### src/rtl/mem_port_arbiter_if.sv
// Bundle of the fetch port, data port and shared RAM port seen by mem_port_arbiter.
//   slave  : arbiter side (takes fetch/data requests, drives the RAM request)
//   master : environment side (requesters and RAM model)
// Fetch : if_req, if_addr -> if_rdata, if_done, stall_if
// Data  : mem_req, mem_we, mem_addr, mem_wdata -> mem_rdata, mem_done, stall_mem
// RAM   : ram_en, ram_we, ram_addr, ram_wdata -> ram_rdata, ram_ack
interface mem_port_arbiter_if;
  localparam int unsigned DW = 32;

  logic          if_req;
  logic [DW-1:0] if_addr;
  logic [DW-1:0] if_rdata;
  logic          if_done;
  logic          mem_req;
  logic          mem_we;
  logic [DW-1:0] mem_addr;
  logic [DW-1:0] mem_wdata;
  logic [DW-1:0] mem_rdata;
  logic          mem_done;
  logic          ram_en;
  logic          ram_we;
  logic [DW-1:0] ram_addr;
  logic [DW-1:0] ram_wdata;
  logic [DW-1:0] ram_rdata;
  logic          ram_ack;
  logic          stall_if;
  logic          stall_mem;

  modport slave (
    input  if_req, if_addr, mem_req, mem_we, mem_addr, mem_wdata, ram_rdata, ram_ack,
    output if_rdata, if_done, mem_rdata, mem_done,
    output ram_en, ram_we, ram_addr, ram_wdata, stall_if, stall_mem
  );

  modport master (
    output if_req, if_addr, mem_req, mem_we, mem_addr, mem_wdata, ram_rdata, ram_ack,
    input  if_rdata, if_done, mem_rdata, mem_done,
    input  ram_en, ram_we, ram_addr, ram_wdata, stall_if, stall_mem
  );
endinterface

### src/rtl/mem_port_arbiter.sv
// Arbitrates an instruction-fetch port and a data port onto one single-port RAM.
// Data normally wins; after STARVE_LIMIT consecutive data grants with fetch
// waiting, fetch is granted. Each access is IDLE -> GRANT_x (until ram_ack) -> DONE.
// Ports:
//   clk   : clock, rising edge
//   reset : synchronous active-high reset
//   bus   : mem_port_arbiter_if.slave (fetch, data and RAM signals)
module mem_port_arbiter #(
  parameter int unsigned STARVE_LIMIT = 4
) (
  input  logic                clk,
  input  logic                reset,
  mem_port_arbiter_if.slave   bus
);
  localparam int unsigned DW    = 32;
  localparam int unsigned CNT_W = (STARVE_LIMIT < 1) ? 1 : $clog2(STARVE_LIMIT + 1);

  typedef enum logic [1:0] {
    IDLE    = 2'd0,
    GRANT_I = 2'd1,
    GRANT_D = 2'd2,
    DONE    = 2'd3
  } state_e;

  state_e           state_q, state_d;
  logic [CNT_W-1:0] starve_cnt_q, starve_cnt_d;
  logic             ram_en_q, ram_en_d;
  logic             ram_we_q, ram_we_d;
  logic [DW-1:0]    ram_addr_q, ram_addr_d;
  logic [DW-1:0]    ram_wdata_q, ram_wdata_d;
  logic [DW-1:0]    if_rdata_q, if_rdata_d;
  logic [DW-1:0]    mem_rdata_q, mem_rdata_d;
  logic             if_done_q, if_done_d;
  logic             mem_done_q, mem_done_d;
  logic             starving_c;

  // State register
  always_ff @(posedge clk) begin
    if (reset) state_q <= IDLE;
    else       state_q <= state_d;
  end

  // Next-state logic
  always_comb begin
    state_d    = state_q;
    starving_c = bus.if_req && (starve_cnt_q == CNT_W'(STARVE_LIMIT));
    case (state_q)
      IDLE: begin
        if (bus.mem_req && !starving_c) state_d = GRANT_D;
        else if (bus.if_req)            state_d = GRANT_I;
      end
      GRANT_I, GRANT_D: begin
        if (bus.ram_ack) state_d = DONE;
      end
      DONE:    state_d = IDLE;
      default: state_d = IDLE;
    endcase
  end

  // Output / datapath next values; request inputs are only sampled on the IDLE grant edge
  always_comb begin
    starve_cnt_d = starve_cnt_q;
    ram_en_d     = 1'b0;
    ram_we_d     = ram_we_q;
    ram_addr_d   = ram_addr_q;
    ram_wdata_d  = ram_wdata_q;
    if_rdata_d   = if_rdata_q;
    mem_rdata_d  = mem_rdata_q;
    if_done_d    = 1'b0;
    mem_done_d   = 1'b0;
    case (state_q)
      IDLE: begin
        if (!bus.if_req) starve_cnt_d = '0;
        if (state_d == GRANT_D) begin
          ram_en_d    = 1'b1;
          ram_we_d    = bus.mem_we;
          ram_addr_d  = bus.mem_addr;
          ram_wdata_d = bus.mem_wdata;
          if (bus.if_req && (starve_cnt_q != CNT_W'(STARVE_LIMIT)))
            starve_cnt_d = starve_cnt_q + CNT_W'(1);
        end else if (state_d == GRANT_I) begin
          ram_en_d     = 1'b1;
          ram_we_d     = 1'b0;
          ram_addr_d   = bus.if_addr;
          starve_cnt_d = '0;
        end
      end
      GRANT_I: begin
        if (bus.ram_ack) begin
          if_rdata_d = bus.ram_rdata;
          if_done_d  = 1'b1;
          ram_we_d   = 1'b0;
        end else begin
          ram_en_d = 1'b1;
        end
      end
      GRANT_D: begin
        if (bus.ram_ack) begin
          if (!ram_we_q) mem_rdata_d = bus.ram_rdata;
          mem_done_d = 1'b1;
          ram_we_d   = 1'b0;
        end else begin
          ram_en_d = 1'b1;
        end
      end
      default: ;
    endcase
  end

  // Datapath / output registers
  always_ff @(posedge clk) begin
    if (reset) begin
      starve_cnt_q <= '0;
      ram_en_q     <= 1'b0;
      ram_we_q     <= 1'b0;
      ram_addr_q   <= '0;
      ram_wdata_q  <= '0;
      if_rdata_q   <= '0;
      mem_rdata_q  <= '0;
      if_done_q    <= 1'b0;
      mem_done_q   <= 1'b0;
    end else begin
      starve_cnt_q <= starve_cnt_d;
      ram_en_q     <= ram_en_d;
      ram_we_q     <= ram_we_d;
      ram_addr_q   <= ram_addr_d;
      ram_wdata_q  <= ram_wdata_d;
      if_rdata_q   <= if_rdata_d;
      mem_rdata_q  <= mem_rdata_d;
      if_done_q    <= if_done_d;
      mem_done_q   <= mem_done_d;
    end
  end

  assign bus.ram_en    = ram_en_q;
  assign bus.ram_we    = ram_we_q;
  assign bus.ram_addr  = ram_addr_q;
  assign bus.ram_wdata = ram_wdata_q;
  assign bus.if_rdata  = if_rdata_q;
  assign bus.mem_rdata = mem_rdata_q;
  assign bus.if_done   = if_done_q;
  assign bus.mem_done  = mem_done_q;

  // Stalls release in the completion cycle itself
  assign bus.stall_if  = bus.if_req & ~if_done_q;
  assign bus.stall_mem = bus.mem_req & ~mem_done_q;
endmodule

### src/flat_wrapper.sv
// flat-port wrapper written by rule: the top's interface ports become plain ports
module mem_port_arbiter_flat 
#(
  parameter int unsigned STARVE_LIMIT = 4
)
  (clk, reset, bus_if_req, bus_if_addr, bus_mem_req, bus_mem_we, bus_mem_addr, bus_mem_wdata, bus_ram_rdata, bus_ram_ack, bus_if_rdata, bus_if_done, bus_mem_rdata, bus_mem_done, bus_ram_en, bus_ram_we, bus_ram_addr, bus_ram_wdata, bus_stall_if, bus_stall_mem);
  mem_port_arbiter_if bus_i ();
  input  logic clk;
  input  logic reset;
  input wire logic [$bits(bus_i.if_req)-1:0] bus_if_req;
  input wire logic [$bits(bus_i.if_addr)-1:0] bus_if_addr;
  input wire logic [$bits(bus_i.mem_req)-1:0] bus_mem_req;
  input wire logic [$bits(bus_i.mem_we)-1:0] bus_mem_we;
  input wire logic [$bits(bus_i.mem_addr)-1:0] bus_mem_addr;
  input wire logic [$bits(bus_i.mem_wdata)-1:0] bus_mem_wdata;
  input wire logic [$bits(bus_i.ram_rdata)-1:0] bus_ram_rdata;
  input wire logic [$bits(bus_i.ram_ack)-1:0] bus_ram_ack;
  output wire logic [$bits(bus_i.if_rdata)-1:0] bus_if_rdata;
  output wire logic [$bits(bus_i.if_done)-1:0] bus_if_done;
  output wire logic [$bits(bus_i.mem_rdata)-1:0] bus_mem_rdata;
  output wire logic [$bits(bus_i.mem_done)-1:0] bus_mem_done;
  output wire logic [$bits(bus_i.ram_en)-1:0] bus_ram_en;
  output wire logic [$bits(bus_i.ram_we)-1:0] bus_ram_we;
  output wire logic [$bits(bus_i.ram_addr)-1:0] bus_ram_addr;
  output wire logic [$bits(bus_i.ram_wdata)-1:0] bus_ram_wdata;
  output wire logic [$bits(bus_i.stall_if)-1:0] bus_stall_if;
  output wire logic [$bits(bus_i.stall_mem)-1:0] bus_stall_mem;
  assign bus_i.if_req = bus_if_req;
  assign bus_i.if_addr = bus_if_addr;
  assign bus_i.mem_req = bus_mem_req;
  assign bus_i.mem_we = bus_mem_we;
  assign bus_i.mem_addr = bus_mem_addr;
  assign bus_i.mem_wdata = bus_mem_wdata;
  assign bus_i.ram_rdata = bus_ram_rdata;
  assign bus_i.ram_ack = bus_ram_ack;
  assign bus_if_rdata = bus_i.if_rdata;
  assign bus_if_done = bus_i.if_done;
  assign bus_mem_rdata = bus_i.mem_rdata;
  assign bus_mem_done = bus_i.mem_done;
  assign bus_ram_en = bus_i.ram_en;
  assign bus_ram_we = bus_i.ram_we;
  assign bus_ram_addr = bus_i.ram_addr;
  assign bus_ram_wdata = bus_i.ram_wdata;
  assign bus_stall_if = bus_i.stall_if;
  assign bus_stall_mem = bus_i.stall_mem;
  mem_port_arbiter #(.STARVE_LIMIT(STARVE_LIMIT)) u_core (.clk(clk), .reset(reset), .bus(bus_i));
endmodule
### config.mk
export PLATFORM = sky130hd
export DESIGN_NAME = mem_port_arbiter_flat
export DESIGN_NICKNAME = d
export VERILOG_FILES = /design/src/rtl/mem_port_arbiter_if.sv /design/src/rtl/mem_port_arbiter.sv /design/src/flat_wrapper.sv
export SDC_FILE = /design/constraint.sdc
export NUM_CORES = 1
export LEC_CHECK = 0
export ABC_AREA = 0
export CAP_MARGIN = 20
export CORE_MARGIN = 2
export CORE_UTILIZATION = 40
export DETAILED_ROUTE_END_ITERATION = 10
export PLACE_DENSITY = 0.8
export SKIP_LAST_GASP = 1
export SLEW_MARGIN = 20
export SYNTH_ARGS = -nofsm -noshare
export SYNTH_HDL_FRONTEND = slang
export SYNTH_SLANG_ARGS = --single-unit
### constraint.sdc
create_clock -name clk -period 2.7 [get_ports clk]
set_input_delay 0.81 -clock clk [delete_from_list [all_inputs] [get_ports clk]]
set_output_delay 0.81 -clock clk [all_outputs]
set_load 0.005 [all_outputs]
Word-level counts from Yosys, hierarchy flattened
Cells that the tools add are included.
{"block": "op_classes", "addsub": 1, "eq_ne": 9, "n_mux": 19, "bitwise_logic": 7, "n_reduce_logical": 15}
{"operator": "$mux 32", "count": 2}
{"operator": "$mux 3", "count": 4}
{"operator": "$mux 1", "count": 7}
{"operator": "$eq 2x2->1 const B", "count": 3}
{"operator": "$mux 2", "count": 3}
{"operator": "$pmux 2 s3", "count": 1}
{"operator": "$reduce_and 2->1", "count": 3}
{"operator": "$reduce_and 3->1", "count": 2}
{"operator": "$reduce_or 2->1", "count": 3}
{"operator": "$not 1->1", "count": 5}
{"operator": "$eq 2x1->1 const B", "count": 2}
{"operator": "$pmux 1 s2", "count": 2}
{"operator": "$reduce_bool 2->1", "count": 2}
{"operator": "$add 3x1->3 const B", "count": 1}
{"operator": "$eq 3x3->1 const B", "count": 1}
{"operator": "$logic_and 1x1->1", "count": 3}
{"operator": "$ne 3x1->1 const B", "count": 1}
{"operator": "$ne 3x3->1 const B", "count": 1}
{"operator": "$and 1x1->1", "count": 2}
{"operator": "$logic_not 2->1", "count": 1}
{"operator": "$ne 2x1->1 const B", "count": 1}
{"operator": "$logic_not 1->1", "count": 1}
{"block": "totals", "regBits": 137, "input_bits": 134, "output_inout_bits": 134, "wordCells": 61}

Depth between registers and ports, before layout
{"block": "depth", "ltp_word": 10, "depth_mapped": 11, "mapped_depth_nobuf": 9}

Worst setup path before layout
OpenSTA, ideal clock, no wires.
{"block": "synth_path", "kind": "input-to-reg", "start": "input bus_mem_req", "end": "register u_core.starve_cnt_q[0]", "setup_ps": 86, "arrival_ps": 2303, "t_required_ps": 2614, "path_slack_ps": 311, "stages": 8, "n_path_buf": 1, "path_cell_list": "o21ba_2 > o21ai_0 > nand2_1 > ha_1 > and2_4 > buf_6 > a221o_1 > a221oi_2"}
{"block": "synth_via", "elab_chain_cells": 6, "word_cells_on_any_way": 7, "cone_classes": "2 x eq/ne; 4 x mux; 1 x reduce/logical"}
{"element": "start: declaration", "line_no": "flat_wrapper.sv:12", "rtl": "input wire logic [$bits(bus_i.mem_req)-1:0] bus_mem_req;"}
{"element": "$logic_and 1x1->1 *", "line_no": "mem_port_arbiter.sv:49", "rtl": "if (bus.mem_req && !starving_c) state_d = GRANT_D;"}
{"element": "$mux 2 *", "line_no": "mem_port_arbiter.sv:49"}
{"element": "$pmux 2 s3 *", "line_no": "mem_port_arbiter.sv:47", "rtl": "case (state_q)"}
{"element": "named net u_core.state_d[1]", "line_no": "mem_port_arbiter.sv:25", "rtl": "state_e state_q, state_d;"}
{"element": "$eq 2x1->1", "line_no": "mem_port_arbiter.sv:81", "rtl": "end else if (state_d == GRANT_I) begin"}
{"element": "$mux 3", "line_no": "mem_port_arbiter.sv:81"}
{"element": "$mux 3 *", "line_no": "mem_port_arbiter.sv:74", "rtl": "if (state_d == GRANT_D) begin"}
{"element": "end signal: assignment", "line_no": "mem_port_arbiter.sv:123", "rtl": "starve_cnt_q <= starve_cnt_d;"}
{"element": "end: declaration", "line_no": "mem_port_arbiter.sv:26", "rtl": "logic [CNT_W-1:0] starve_cnt_q, starve_cnt_d;"}
The timed path passes the listed nets; every way through them passes the cells marked *.
A chain may end at the register's enable or synchronous reset.

Worst setup path after layout
{"block": "layout_path", "start": "input bus_mem_req", "end": "output bus_stall_mem"}
{"block": "layout_via", "elab_chain_cells": 1}
{"element": "$and 1x1->1", "line_no": "mem_port_arbiter.sv:146", "rtl": "assign bus.stall_mem = bus.mem_req & ~mem_done_q;"}
{"element": "end: declaration", "line_no": "flat_wrapper.sv:27", "rtl": "output wire logic [$bits(bus_i.stall_mem)-1:0] bus_stall_mem;"}
No other way between the ends.

==> impl_table.tex <==
\begin{tabular}{lr}
\hline
Metric & Value \\
\hline
\multicolumn{2}{l}{\textbf{Floorplan}} \\
\quad Chip width & 119.1 um \\
\quad Area of the die & 14180 um\^{}2 \\
\quad Core ar. & 13090 um\^{}2 \\
\quad Height of the die & 119.1 um \\
\quad I/O pin count & 268 \\
\quad Initial standard-cell utilization of the core & 40.48\% \\
\quad Number of rows created at floorplan & 42 \\
\multicolumn{2}{l}{\textbf{GRT}} \\
\quad GR Layer Usage met1 & 25.36\% \\
\quad Total global-route track usage & 21.81\% \\
\quad Global-route met3 utilization & 6.609\% \\
\quad Via count of the first global-routing pass & 4955 \\
\quad Largest net degree at the start of global routing & 54 \\
\quad Most used routing layer & met2 \\
\quad GRT overflow & 0 \\
\quad Number of antenna violations at the first check in global routing & 0 \\
\quad First-pass GRT wire length & 24560 um \\
\quad Met2 Resource Use GR & 37.10\% \\
\multicolumn{2}{l}{\textbf{CTS}} \\
\quad CTS Buf Count & 17 \\
\quad Clk Tree Root Cell & sky130\_fd\_sc\_hd\_\_clkbuf\_16 \\
\quad TritonCTS clock tree & built \\
\quad CTS Hold Buffers Added & 0 \\
\quad CTS clk-pin slew, worst paths & 0.05 ns \\
\quad H-tree depth & 4 \\
\quad Sinks on Clock Net & 137 \\
\quad Clock Latency Late Sink & 0.40 ns \\
\quad Largest buffer count on any clock path & 2 \\
\quad Setup bufs post-CTS & 0 \\
\multicolumn{2}{l}{\textbf{Power}} \\
\quad VDD IR max & 0.3895 mV \\
\quad Leakage & 3.237 nW \\
\quad Design Power & 0.006471 W \\
\quad Power Dens Cells & 730.9 nW/um\^{}2 \\
\multicolumn{2}{l}{\textbf{STA}} \\
\quad Period utilization & 95.06\% \\
\quad Maximum operating frequency & 0.3896 GHz \\
\quad Final Setup Violations & 0 \\
\quad Hold slack final & 0.4510 ns \\
\quad Slew @ Worst Pin & 0.4523 ns \\
\quad Number of endpoints with negative hold slack in the final report & 0 \\
\quad Pins Over Slew Limit & 0 \\
\quad Clk\_skew & 0.008599 ns \\
\quad Final critical delay including setup and external delays & 2.567 ns \\
\quad Slew margin rel. & 69.85\% \\
\quad Setup repair after global routing missed its margin & false \\
\multicolumn{2}{l}{\textbf{Finish}} \\
\quad Post-route cell area & 8853 um\^{}2 \\
\quad Area added between synthesis and finish & 67.16\% \\
\quad Final net count & 1040 \\
\quad Antenna cells & 0 \\
\quad Utilization of the core after routing & 67.66\% \\
\quad Fraction of layout instances using a drive strength above 1 & 6.923\% \\
\multicolumn{2}{l}{\textbf{Synth}} \\
\quad Total nets after synthesis & 774 \\
\quad Commonest cells post-synth & 199 x sky130\_fd\_sc\_hd\_\_nand2\_1, 137 x sky130\_fd\_sc\_hd\_\_dfxtp\_1, 101 x sky130\_fd\_sc\_hd\_\_a21oi\_1 \\
\quad Top cells by area, synth & sky130\_fd\_sc\_hd\_\_dfxtp\_1 52\%, sky130\_fd\_sc\_hd\_\_nand2\_1 14\%, sky130\_fd\_sc\_hd\_\_a21oi\_1 9.5\% \\
\quad Mapped cell area & 5296 um\^{}2 \\
\quad Portion of the post-synthesis area used by sequential elements & 51.78\% \\
\quad Number of distinct library cells after synthesis & 35 \\
\quad YS warnings & 0 \\
\quad Yosys reg bits & 137 \\
\quad Share of flip-flops with an asynchronous set or reset after synthesis & 0\% \\
\quad Number of synthesized flops with an enable pin & 0 \\
\quad Area fraction of the dominant cell type after synthesis & 51.78\% \\
\quad Cell with the most instances after synthesis & sky130\_fd\_sc\_hd\_\_nand2\_1 \\
\quad Synth Area per Inst & 8.394 um\^{}2 \\
\quad Most used flip-flop cell after synthesis & sky130\_fd\_sc\_hd\_\_dfxtp\_1 \\
\quad Gate count after technology mapping & 631 \\
\quad Post-synth top area cell & sky130\_fd\_sc\_hd\_\_dfxtp\_1 \\
\multicolumn{2}{l}{\textbf{Worst setup path}} \\
\quad Largest fanout of any net on the critical path & 4 \\
\quad Kind of capture point of the worst setup path & primary output \\
\quad Reg2Reg Setup Slack & 0.27 ns \\
\quad Count of cells along the worst register-to-register path & 10 \\
\quad Type of the worst setup path & in -> out \\
\quad WP data required & 1.89 ns \\
\quad CP Launch Type & primary input \\
\quad Worst path arrival time & 1.76 ns \\
\multicolumn{2}{l}{\textbf{Place}} \\
\quad Detailed placement HPWL & 11090 um \\
\quad Placement-stage cell area & 8245 um\^{}2 \\
\quad Weighted congestion at the end of routability-driven global placement & 0.7756 \\
\quad Number of port buffers & 267 \\
\multicolumn{2}{l}{\textbf{Drt}} \\
\quad Detailed-route vias per instance & 4.825 \\
\quad Total via count after detailed routing & 5240 \\
\quad Router iterations before antenna repair & 4 \\
\quad DRC errors left & 0 \\
\quad Detailed router's first-iteration violation count & 308 \\
\quad Final antenna-violating net count & 0 \\
\quad Routed wire per std cell & 14.32 um \\
\quad DRT Wirelength & 15550 um \\
\multicolumn{2}{l}{\textbf{Status}} \\
\quad Outcome & complete, no violations \\
\multicolumn{2}{l}{\textbf{Worst hold path}} \\
\quad Type of the most critical hold path & reg -> reg \\
\quad Hold Path Cell Cnt & 2 \\
\multicolumn{2}{l}{\textbf{Job}} \\
\quad Number of max-cap violations & 0 \\
\hline
\end{tabular}
-- metal layers --
metal	wire length, um	up-vias
li1	-	2640
met1	6303	2389
met2	7920	196
met3	1118	15
met4	210	0
met5	0	-
-- cell type report --
class	instances	area (um^2)
clock buffer	25	485.5
multi-input combinational	441	2312
tap	176	220.2
clock inverter	7	91.34
sequential	137	2743
timing repair buffer	294	2979
fill	1072	4232
inverter	6	22.52
-- worst paths after layout --
kind,from,to
hold reg to reg,u_core.bus.mem_rdata[20],u_core.bus.mem_rdata[20]
setup / recovery,bus_mem_req,bus_stall_mem
hold / removal,u_core.bus.mem_rdata[20],u_core.bus.mem_rdata[20]
setup reg to reg,u_core.state_q[1],u_core.bus.ram_addr[9]
-- critical path, cell delays in order --
cell                              delay [ns]
sky130_fd_sc_hd__clkdlybuf4s50_1        0.53
sky130_fd_sc_hd__nor2b_1                0.14
sky130_fd_sc_hd__dlygate4sd2_1          0.27
-- report_power, final --
| part | leakage, nW | switching [W] | internal (W) |
|---|---|---|---|
| registers | 1.12 | 0.000128 | 0.00228 |
| logic | 1.84 | 0.000787 | 0.00103 |
| clock network | 0.281 | 0.000816 | 0.00143 |
| total | 3.24 | 0.00173 | 0.00474 |
-- cell usage in the layout, fill, tap and decap left out, types with 8 or more instances in the layout --
| cell type | n |
|---|---|
| sky130_fd_sc_hd__clkdlybuf4s50_1 | 264 |
| sky130_fd_sc_hd__nand2_1 | 199 |
| sky130_fd_sc_hd__dfxtp_1 | 137 |
| sky130_fd_sc_hd__a21oi_1 | 101 |
| sky130_fd_sc_hd__nor2_1 | 36 |
| sky130_fd_sc_hd__mux2i_1 | 32 |
| sky130_fd_sc_hd__a211oi_1 | 32 |
| sky130_fd_sc_hd__buf_4 | 19 |
| sky130_fd_sc_hd__clkbuf_16 | 18 |
| sky130_fd_sc_hd__ha_1 | 8 |
-- cells by family after synthesis --
group | after synthesis | share of synthesized area, %
and+or+nand+nor | 253 | 19.02
AOI/OAI and AO/OA | 147 | 16.30
DFF | 137 | 51.78
buffers and inverters | 53 | 4.725
muxes | 32 | 6.048
adders and majority gates | 9 | 2.126
-- sequential cells by signal (all words and copies together) (netlist names) --
register	flops
u_core.bus.if_done	1
u_core.state_q	2
u_core.starve_cnt_q	3
u_core.bus.mem_rdata	32
u_core.bus.ram_addr	32
u_core.bus.ram_wdata	32
u_core.bus.ram_we	1
u_core.bus.mem_done	1
u_core.bus.ram_en	1
u_core.bus.if_rdata	32
-- metrics by stage --
| step | TNS (ns) | worst slack, ns | cells |
|---|---|---|---|
| floorplan | 0 | 0.3109 | 631 |
| global placement | -7.563 | -0.1929 | 1053 |
| detailed placement | -13.21 | -0.3264 | 1053 |
| CTS | 0 | 0.08934 | 1085 |
| global route | 0 | 0.01502 | 1086 |
| finish | 0 | 0.1334 | 1086 |
-- timing repair --
action | CTS | global route
resized for setup | 2 | 5
endpoints found under the setup margin | 2 | 32
gates cloned | 0 | 1
Note: power is estimated with default switching activity, not from simulation.
==> RTL edit 1, RTL diff (same flow settings) <==
Encoding of `state_e`: now one-hot (4 bits for 4 states).
--- a/src/rtl/mem_port_arbiter.sv
+++ b/src/rtl/mem_port_arbiter.sv
@@ -15,11 +15,11 @@
   localparam int unsigned DW    = 32;
   localparam int unsigned CNT_W = (STARVE_LIMIT < 1) ? 1 : $clog2(STARVE_LIMIT + 1);
 
-  typedef enum logic [1:0] {
-    IDLE    = 2'd0,
-    GRANT_I = 2'd1,
-    GRANT_D = 2'd2,
-    DONE    = 2'd3
+  typedef enum logic [3:0] {
+    IDLE    = 4'b0001,
+    GRANT_I = 4'b0010,
+    GRANT_D = 4'b0100,
+    DONE    = 4'b1000
   } state_e;
 
   state_e           state_q, state_d;
Check against the original RTL: same outputs for any inputs over 4 cycles, from zero or initial values and one cycle with reset high; so few cycles prove little.
==> RTL edit 1 against the original RTL <==
  * Synthesized area up 2.4%
  * Sequential power fell by 6%
  * Non-clock buffer count shrank 11
  * Cell area shrank 0.27%
  * Core utilization down 0.98 points
  * Power shrank 14%
  * Register-to-register slack gained 0.50 ns
  * Highest routed layer is now met5
  * Sequential cell count rose by 2
  * Count of clock-buffer cells in the layout down 6
  * Setup slack gained 0.079 ns
  * Routed wire length increased by 8.9%
  * Critical path type unchanged
  * Critical path depth is the same
  * Sequential share of layout area up 0.54 points
==> RTL edit 1: results <==
{
  "status": "complete, no violations",
  "vias": 5622,
  "wl_met1_microns": 6860,
  "finalNetCount": 1060,
  "routed.top_layer": "met5",
  "worstSkewPairLatency_ns": 0.41,
  "wl_met3_microns": 1350,
  "syn2layout_area_growth_pct": 62.8,
  "grt_use_met2": 0.371,
  "drive_above_1_share": 0.0566,
  "seq_area_frac_synth": 0.513,
  "grt_pass1_wl_microns": 26400,
  "r2r_start": "u_core.state_q[0]",
  "p_leak_nw": 3.10,
  "endpoint": "bus_stall_mem",
  "worstSetupStartpoint": "bus_mem_req",
  "hold-path-endpoint": "u_core.bus.mem_rdata[13]",
  "tightest_slew_ns": 0.468,
  "dpl_cell_area_sq_mm": 0.00824,
  "grt_max_degree": 65,
  "track_usage": 0.229,
  "dr.pass1.iters": 4,
  "critPathArrivalTime_ns": 1.68,
  "grt_pass1_vias": 5223,
  "r2r-end": "u_core.bus.ram_addr[25]",
  "ys_async_sr_fraction": 0,
  "fin_worst_skew_ns": 0.0121,
  "yosys-top-cells-area": "dfxtp_1, nand2_1, a21oi_1",
  "switchingPower_w": 0.00137,
  "reg2reg_depth": 5,
  "use_met3": 0.0807,
  "dr_wl_met2_microns": 8090,
  "synth_commonest_cells": "nand2_1, dfxtp_1, a21oi_1",
  "cp_max_fo": 2,
  "r2r_setup_slack_ns": 0.77,
  "synth_nets": 818,
  "hold_start": "u_core.bus.mem_rdata[13]",
  "dpl.hpwl_microns": 11300,
  "fillers": 1100,
  "antenna_found_initial": 1,
  "grtUsageMet1": 0.272,
  "clock_path_buffers": 2,
  "drt_wl_total_microns": 16900,
  "ir_drop_v": 0.000449,
  "portBuffers": 267,
  "core_sq_mm": 0.0132,
  "gp_congestion": 0.800,
  "die_w_microns": 120,
  "drt_iter0_markers": 374,
  "yosysWarnings": 0
}
## RTL edit 1: cell count changes after synthesis, sizes merged, moves of 13 or more
| cell | unedited run | this run |
|---|---|---|
| clkbuf | 23 | 36 |
| o21ai | 4 | 35 |
| a311oi | 0 | 32 |
| nand3 | 1 | 39 |
| a211oi | 32 | 0 |
| mux2i | 32 | 0 |
## RTL edit 1: metrics by stage
stage / setup WS [ns] / cells / hold slack, ns
final: 0.213 / 1112 / 0.451
after global routing: 0.194 / 1112 / 0.471
after CTS: 0.217 / 1112 / 0.453
after detailed placement: -0.0524 / 1081 / 0.445
after global placement: -0.0365 / 1081 / 0.441
after floorplan: 0.655 / 682 / 0.449
## RTL edit 1: power groups by stage
stage	registers [W]	logic (W)	clock network, W
after floorplan	0.00231	0.000444	0
after global placement	0.00230	0.00100	0
final	0.00226	0.00100	0.00233
after CTS	0.00226	0.00101	0.00237
after detailed placement	0.00231	0.00101	0
after global routing	0.00228	0.00110	0.00246
## RTL edit 1: cell type report
class / instances / area share
Timing Repair Buffer: 283 / 0.328
Tap cell: 176 / 0.0249
Sequential cell: 139 / 0.315
Clock inverter: 12 / 0.0169
Multi-Input combinational cell: 480 / 0.263
Clock buffer: 19 / 0.0502
Inverter: 3 / 0.00128
## RTL edit 1: kinds of logic (layout without fill, tap and decap cells)
group / after synthesis / after routing / synth area share
AND/OR/NAND/NOR: 302 / 302 / 0.234
buffers and inverters: 63 / 317 / 0.0591
XOR/XNOR: 1 / 1 / 0.00162
AO/OA/AOI/OAI: 175 / 175 / 0.188
flip-flops: 139 / 139 / 0.513
adder cells (fa/ha/maj): 2 / 2 / 0.00461
## RTL edit 1: critical path, stage by stage
cell and delay, ns:
clkdlybuf4s50_1 0.51, nor2b_1 0.13, dlygate4sd2_1 0.23
==> RTL edit 2, RTL diff (config.mk and constraints unchanged) <==
Without the edit above. `STARVE_LIMIT` is set to 4 in 2 places; all go to 2.
--- a/src/rtl/mem_port_arbiter.sv
+++ b/src/rtl/mem_port_arbiter.sv
@@ -6,7 +6,7 @@
 //   reset : synchronous active-high reset
 //   bus   : mem_port_arbiter_if.slave (fetch, data and RAM signals)
 module mem_port_arbiter #(
-  parameter int unsigned STARVE_LIMIT = 4
+  parameter int unsigned STARVE_LIMIT = 2
 ) (
   input  logic                clk,
   input  logic                reset,
--- a/src/flat_wrapper.sv
+++ b/src/flat_wrapper.sv
@@ -1,7 +1,7 @@
 // flat-port wrapper written by rule: the top's interface ports become plain ports
 module mem_port_arbiter_flat 
 #(
-  parameter int unsigned STARVE_LIMIT = 4
+  parameter int unsigned STARVE_LIMIT = 2
 )
   (clk, reset, bus_if_req, bus_if_addr, bus_mem_req, bus_mem_we, bus_mem_addr, bus_mem_wdata, bus_ram_rdata, bus_ram_ack, bus_if_rdata, bus_if_done, bus_mem_rdata, bus_mem_done, bus_ram_en, bus_ram_we, bus_ram_addr, bus_ram_wdata, bus_stall_if, bus_stall_mem);
   mem_port_arbiter_if bus_i ();
Check against the original RTL: no difference found for any inputs over 4 cycles, from zero or initial values and one cycle with reset high; that may be too few to reach the edited logic, so the function may still have changed.
==> RTL edit 2 against the original RTL <==
  * Via count decreased by 1.4%
  * Routed wire length decreased by 1.4%
  * Cell area increased by 0.13%
  * Fmax about the same
  * Sequential share of layout area decreased by 0.27 points
  * Setup slack got worse by 0.0012 ns
  * Non-clock buffer count decreased by 5
  * Synthesized cell count decreased by 0.63%
  * Sequential cell count decreased by 1
  * Synthesized area increased by 1.7%
  * Power increased by 5.7%
==> RTL edit 2: results <==
{
  "status": "complete, no violations",
  "tightest_slew_ns": 0.381,
  "antennaDiodeCount": 1,
  "hold_start": "u_core.bus.if_rdata[5]",
  "synth_commonest_cells": "nand2_1, dfxtp_1, a21oi_1",
  "synth-compound-area-share": 0.172,
  "n_clock_buffer": 20,
  "clock_tree_area_fraction": 0.0675,
  "reg2reg_depth": 9,
  "r2r-end": "u_core.bus.ram_we",
  "yosys.area_share.adder": 0.0186,
  "drt_wl_total_microns": 15300,
  "gp_congestion": 0.791,
  "synth.area.mux_share": 0.0595,
  "use_met3": 0.0556,
  "track_usage": 0.208,
  "ir_drop_v": 0.000420,
  "grt_use_met2": 0.355,
  "hold-path-endpoint": "u_core.bus.if_rdata[5]",
  "grtUsageMet1": 0.246,
  "finish.instance_area_sq_mm": 0.00886,
  "grt_pass1_vias": 4862,
  "dr.pass1.iters": 7,
  "drt_iter0_markers": 299,
  "antenna_found_initial": 1,
  "regArea_sq_mm": 0.00272,
  "p_leak_nw": 3.21,
  "dr_wl_met2_microns": 7660,
  "seq_area_frac_synth": 0.506,
  "clock-sinks": 136,
  "yosys-top-cells-area": "dfxtp_1, nand2_1, a21oi_1",
  "p_per_area_mw_per_mm2": 771,
  "intPower_w": 0.00492,
  "r2r_setup_slack_ns": 0.37,
  "p_seq_frac": 0.359,
  "fin_worst_skew_ns": 0.00756,
  "place_ws_ns": -0.187,
  "fillers": 1093,
  "nonClockBufferCount": 289,
  "buffer_area_frac": 0.331,
  "finalNetCount": 1029,
  "clockPowerShare": 0.337,
  "grt_pass1_wl_microns": 23700,
  "critPathArrivalTime_ns": 1.76,
  "cp_slowest_stage_delay_ns": 0.50,
  "r2r_start": "u_core.state_q[0]",
  "dpl_cell_area_sq_mm": 0.00827,
  "synth_nets": 769,
  "dpl.hpwl_microns": 11000,
  "vias": 5167
}
==> RTL edit 2: stage by stage <==
| step | hold slack, ns | cells | setup TNS (ns) | util |
|---|---|---|---|---|
| after floorplan | 0.453 | 627 | 0 | - |
| after global placement | 0.441 | 1044 | -6.65 | 0.627 |
| after detailed placement | 0.446 | 1044 | -7.95 | 0.627 |
| after CTS | 0.453 | 1076 | 0 | 0.672 |
| after global routing | 0.471 | 1077 | 0 | 0.672 |
| final | 0.452 | 1077 | 0 | 0.672 |
==> RTL edit 2: worst max path at each step <==
stage	end	slack, ns	cells past startpoint
after global routing	bus_stall_mem	0.1	3
after floorplan	u_core.bus.ram_we	0.51	9
final	bus_stall_mem	0.13	3
after CTS	bus_stall_mem	0.13	3
after detailed placement	u_core.bus.ram_we	-0.19	8
after global placement	bus_stall_mem	-0.13	3
==> RTL edit 2: critical path: cells and delay by family <==
| kind | cells | cell delay, ns |
|---|---|---|
| buffers and inverters | 2 | 0.80 |
| AND/OR/NAND/NOR | 1 | 0.15 |
